`config.mk`:
```
export PLATFORM = sky130hd
export DESIGN_NAME = warmboot_sequencer
export DESIGN_NICKNAME = d
export VERILOG_FILES = /design/src/rtl/warmboot_sequencer.sv
export SDC_FILE = /design/constraint.sdc
export NUM_CORES = 1
export LEC_CHECK = 0
export CORE_AREA = 2 2 85 87
export DETAILED_ROUTE_END_ITERATION = 6
export DIE_AREA = 0 0 87 89
export PLACE_DENSITY_LB_ADDON = 0.05
export SLEW_MARGIN = 20
export SYNTH_ARGS = -nofsm -noshare
export SYNTH_HDL_FRONTEND = slang
export SYNTH_SLANG_ARGS = --single-unit
```
`constraint.sdc`:
```
create_clock -name clock -period 2.9 [get_ports clock]
set_input_delay 0.58 -clock clock [delete_from_list [all_inputs] [get_ports clock]]
set_output_delay 0.58 -clock clock [all_outputs]
set_load 0.02 [all_outputs]
```
`src/rtl/warmboot_sequencer.sv`:
```
// Two debounced buttons drive a 3-state warm-boot sequencer.
// The first effect of a press appears DEBOUNCE_CYCLES+3 edges after the raw level is first sampled high.
// There is no backpressure: a press that arrives in a state that ignores it is dropped.

module wb_debounce #(
    parameter logic [15:0] CYCLES = 16'd50000
) (
    input  logic clock,
    input  logic reset_n,
    input  logic raw_i,
    output logic press_o
);
    localparam logic [15:0] LAST = CYCLES - 16'd1;

    logic        sync1_q, sync2_q, level_q, press_q;
    logic [15:0] cnt_q;

    always_ff @(posedge clock or negedge reset_n) begin
        if (!reset_n) begin
            sync1_q <= 1'b0;
            sync2_q <= 1'b0;
            level_q <= 1'b0;
            cnt_q   <= 16'd0;
            press_q <= 1'b0;
        end else begin
            sync1_q <= raw_i;
            sync2_q <= sync1_q;
            press_q <= 1'b0;
            if (sync2_q == level_q) begin
                cnt_q <= 16'd0;
            end else if (cnt_q == LAST) begin
                // Only the rising edge of the debounced level is reported.
                level_q <= ~level_q;
                cnt_q   <= 16'd0;
                press_q <= ~level_q;
            end else begin
                cnt_q <= cnt_q + 16'd1;
            end
        end
    end

    assign press_o = press_q;
endmodule

module warmboot_sequencer #(
    parameter logic [15:0] DEBOUNCE_CYCLES = 16'd50000,
    parameter int          HOLD_LOG2       = 24,
    parameter logic [1:0]  INIT_IMAGE      = 2'd1
) (
    input  logic       clock,
    input  logic       reset_n,
    input  logic       btn_next,
    input  logic       btn_boot,
    output logic [1:0] image_sel,
    output logic       boot,
    output logic [4:0] led,
    output logic       busy
);
    typedef enum logic [1:0] {
        IDLE  = 2'd0,
        ARMED = 2'd1,
        FIRE  = 2'd2
    } state_t;

    localparam logic [HOLD_LOG2-1:0] REM_ONE = HOLD_LOG2'(1);

    logic next_press, boot_press;

    wb_debounce #(.CYCLES(DEBOUNCE_CYCLES)) u_db_next (
        .clock   (clock),
        .reset_n (reset_n),
        .raw_i   (btn_next),
        .press_o (next_press)
    );

    wb_debounce #(.CYCLES(DEBOUNCE_CYCLES)) u_db_boot (
        .clock   (clock),
        .reset_n (reset_n),
        .raw_i   (btn_boot),
        .press_o (boot_press)
    );

    state_t               state_q;
    logic [HOLD_LOG2-1:0] rem_q;
    logic [HOLD_LOG2-1:0] rem_dec;
    logic [1:0]           sel_q, sel_inc;
    logic                 boot_q, busy_q;
    logic [4:0]           led_q;

    assign rem_dec = rem_q - REM_ONE;
    assign sel_inc = sel_q + 2'd1;

    // Blink from a mid bit of rem, thermometer from its top two bits.
    function automatic logic [4:0] armed_led(input logic [HOLD_LOG2-1:0] r);
        logic [3:0] th;
        case (r[HOLD_LOG2-1:HOLD_LOG2-2])
            2'b11:   th = 4'b1111;
            2'b10:   th = 4'b0111;
            2'b01:   th = 4'b0011;
            default: th = 4'b0001;
        endcase
        return {r[HOLD_LOG2-3], th};
    endfunction

    always_ff @(posedge clock or negedge reset_n) begin
        if (!reset_n) begin
            state_q <= IDLE;
            sel_q   <= INIT_IMAGE;
            boot_q  <= 1'b0;
            busy_q  <= 1'b0;
            led_q   <= {3'b000, INIT_IMAGE};
            rem_q   <= '0;
        end else begin
            case (state_q)
                IDLE: begin
                    if (boot_press) begin
                        state_q <= ARMED;
                        rem_q   <= '1;
                        busy_q  <= 1'b1;
                        led_q   <= armed_led('1);
                    end else if (next_press) begin
                        sel_q <= sel_inc;
                        led_q <= {3'b000, sel_inc};
                    end
                end
                ARMED: begin
                    // Cancel beats the expiry when both land on the same edge.
                    if (boot_press) begin
                        state_q <= IDLE;
                        rem_q   <= '0;
                        busy_q  <= 1'b0;
                        led_q   <= {3'b000, sel_q};
                    end else if (rem_q == '0) begin
                        state_q <= FIRE;
                        boot_q  <= 1'b1;
                        led_q   <= 5'b11111;
                    end else begin
                        rem_q <= rem_dec;
                        led_q <= armed_led(rem_dec);
                    end
                end
                FIRE: begin
                    boot_q <= 1'b1;
                    busy_q <= 1'b1;
                    led_q  <= 5'b11111;
                end
                default: begin
                    state_q <= IDLE;
                    boot_q  <= 1'b0;
                    busy_q  <= 1'b0;
                    rem_q   <= '0;
                    led_q   <= {3'b000, sel_q};
                end
            endcase
        end
    end

    assign image_sel = sel_q;
    assign boot      = boot_q;
    assign led       = led_q;
    assign busy      = busy_q;
endmodule

```
==> impl_metrics.tcl <==
set metrics [dict create \
    path_class "register to register" \
    wire_per_inst_um 15.72 \
    die_y_um 89 \
    track_usage_pct 23.83 \
    antenna_found_initial 0 \
    grt_max_degree 76 \
    drt-met1-wl_mm 3.844 \
    maxCapViolations 0 \
    dp_hpwl_mm 5.584 \
    die_width_um 87 \
    cp-start-kind "register" \
    post_cts_buffers 0 \
    cts.reportedPaths.clkPinSlew_ns 0.09 \
    grt_pass1_wl_mm 14.57 \
    path_max_fanout 12 \
    p_per_area_mw_per_mm2 413.1 \
    period_minus_slack_ns 2.564 \
    drive_gt1_share_pct 10.62 \
    cts-root-buf "clkbuf_8" \
    cts_num_sinks 75 \
    setup_viol 0 \
    slew_viol_final 0 \
    cts_tree "built" \
    postSynthCellCount 433 \
    finalHoldViolCount 0 \
    synth-edff-count 0 \
    crit_path_end_kind "register" \
    dr_wl_met2_mm 3.998 \
    rsz0062_at_grt "false" \
    synthArstFlopShare_pct 100.0 \
    ys.flop_type "dfrtp_1" \
    area_growth_syn_to_layout_pct 9.874 \
    fin_crit_sh_pct 88.41 \
    setup_tns_ns 0 \
    hold_path_class "primary input to async pin" \
    drtIter0Drc 170 \
    numPortBuffers 12 \
    clock_latency_ns 0.36 \
    finalWorstSetupSlack_ns 0.3360 \
    drc_errors 0 \
    layout.nets 459 \
    reg2reg_to "rem_q[14]" \
    top_layer_used "met4" \
    power.leakage_uw 0.002043 \
    seq_area_frac_synth_pct 46.06 \
    grt_pass1_vias 3162 \
    post-place-ws_ns 0.3444 \
    num_rows 30 \
    setup.worst_path.start "rem_q[9]" \
    ys_seq_elements 75 \
    drt-total-wl_mm 8.365 \
    r2r_setup_slack_ns 0.34 \
    synth_area_sq_mm 0.004080 \
    die-area_sq_mm 0.007743 \
    syn_nets 445 \
    diodes 0 \
    vias_per_cell 6.148 \
    syn_area_per_cell_sq_um 9.423 \
    slew_headroom_pct 38.98 \
    holdBufCountCts 0 \
    cts_buffer_depth 2 \
    worstPathRequired_ns 3.19 \
    firstDrtPassIters 4 \
    mostFrequentLayoutCells "73 x dfrtp_1, 57 x nor2_1, 29 x nand2_1, 24 x a21oi_1, 20 x inv_1" \
    outcome "finished clean" \
    tightest_slew_ns 0.9154 \
    clock_skew_ns 0.01691 \
    ant_nets 0 \
    final_common_cell "dfrtp_1" \
    max-vdd-ir-drop_mv 0.3499 \
    cts_resized 0 \
    fin_util_pct 66.72 \
    ios 13 \
    ys_warn_count 0 \
    coreArea_sq_mm 0.006719 \
    reg2reg_depth 6 \
    dr_total_vias 3271 \
    place_area_sq_mm 0.004304 \
    gr-total-overflow 0 \
    htreeDepth 3 \
    gp_congestion 0.8450 \
    initial_core_util_pct 60.73 \
    fmax_ghz 0.3900 \
    worstPathArrival_ns 2.85 \
    routed-wl-met3_um 366 \
    cts_buffers 9 \
    yosysUniqueCellTypes 47 \
    final_area_sq_mm 0.004483 \
    reg2reg_from "rem_q[9]" \
]
==> worst max-delay path, cell delays in order (launching register included) <==
cell	delay, ns
dfrtp_1	0.42
or3_1	0.50
or4_4	0.61
nor3_4	0.32
nand2b_1	0.33
buf_12	0.18
o22a_1	0.14
==> final cells by class <==
cell class	count	area [sq um]
timing repair buffer	24	220.2
inverter	20	75.07
tap	80	100.1
fill	553	2236
multi-input combinational	317	2029
clock buffer	11	141.4
clock inverter	5	37.54
sequential	75	1879
==> stage by stage <==
step                      total power [uW]  hold slack, ns  instances
after detailed placement              1125          0.3410        516
after CTS                             1869          0.3591        532
after global placement                1124          0.3345        516
after floorplan                       1096          0.2844        433
final                                 1852          0.3469        532
after global routing                  1921          0.3691        532
==> cell usage after synthesis (3+ instances only) <==
cell type	count	area, sq um
nor3b_1	5	37.54
a211oi_1	15	112.6
and3_1	10	62.56
nor4b_1	6	52.55
inv_1	20	75.07
xor2_1	17	148.9
dfrtp_1	73	1827
a31oi_1	8	50.05
mux2_2	3	33.78
a21oi_1	24	120.1
nand2_1	29	108.9
nand3_1	15	75.07
nand4_1	8	50.05
or3_1	4	25.02
nor3_1	18	90.09
clkbuf_1	14	52.55
o22a_1	15	131.4
a41oi_1	4	35.03
a22oi_1	4	30.03
nor2_1	57	214.0
o21ai_0	11	55.05
xnor2_1	15	131.4
nor4_1	8	50.05
a221oi_2	5	75.07
ha_1	8	100.1
buf_2	5	25.02
nand2b_1	5	31.28
==> worst max path at each step <==
stage	to	slack, ns	cells past startpoint
after global placement	rem_q[5]	0.48	6
after floorplan	boot	0.64	6
after global routing	rem_q[12]	0.23	6
after detailed placement	rem_q[13]	0.34	6
final	rem_q[14]	0.34	6
after CTS	rem_q[14]	0.32	6
==> cell families (layout without fill, tap and decap cells) <==
group / count (synthesis) / after routing / share of synthesized area [%]
simple gates: 178 / 178 / 22.39
compound gates: 96 / 96 / 17.20
flops: 75 / 75 / 46.06
buf+inv: 41 / 60 / 4.201
xor+xnor: 32 / 32 / 6.869
fa+ha+maj: 8 / 8 / 2.453
mux: 3 / 3 / 0.8279
==> registers in the layout (all words and copies together) (netlist names) <==
name / cells
u_db_next.sync1_q: 1
u_db_boot.press_o: 1
u_db_next.cnt_q: 16
u_db_next.level_q: 1
boot: 1
u_db_boot.sync1_q: 1
u_db_boot.cnt_q: 16
image_sel: 2
u_db_boot.sync2_q: 1
u_db_next.press_o: 1
u_db_boot.level_q: 1
u_db_next.sync2_q: 1
rem_q: 24
led: 5
state_q: 2
busy: 1
==> report_power, final <==
part	switching (uW)	internal, uW
combinational	30.7	10.7
sequential	6.33	1050
clock	412	337
total	449	1400
==> layer usage <==
metal / track usage [%] / vias up
li1: - / 1596
met1: 30.88 / 1578
met2: 39.28 / 80
met3: 5.263 / 17
met4: 9.233 / 0
met5: 0 / -
No activity file was read; power rests on OpenSTA's default activity.
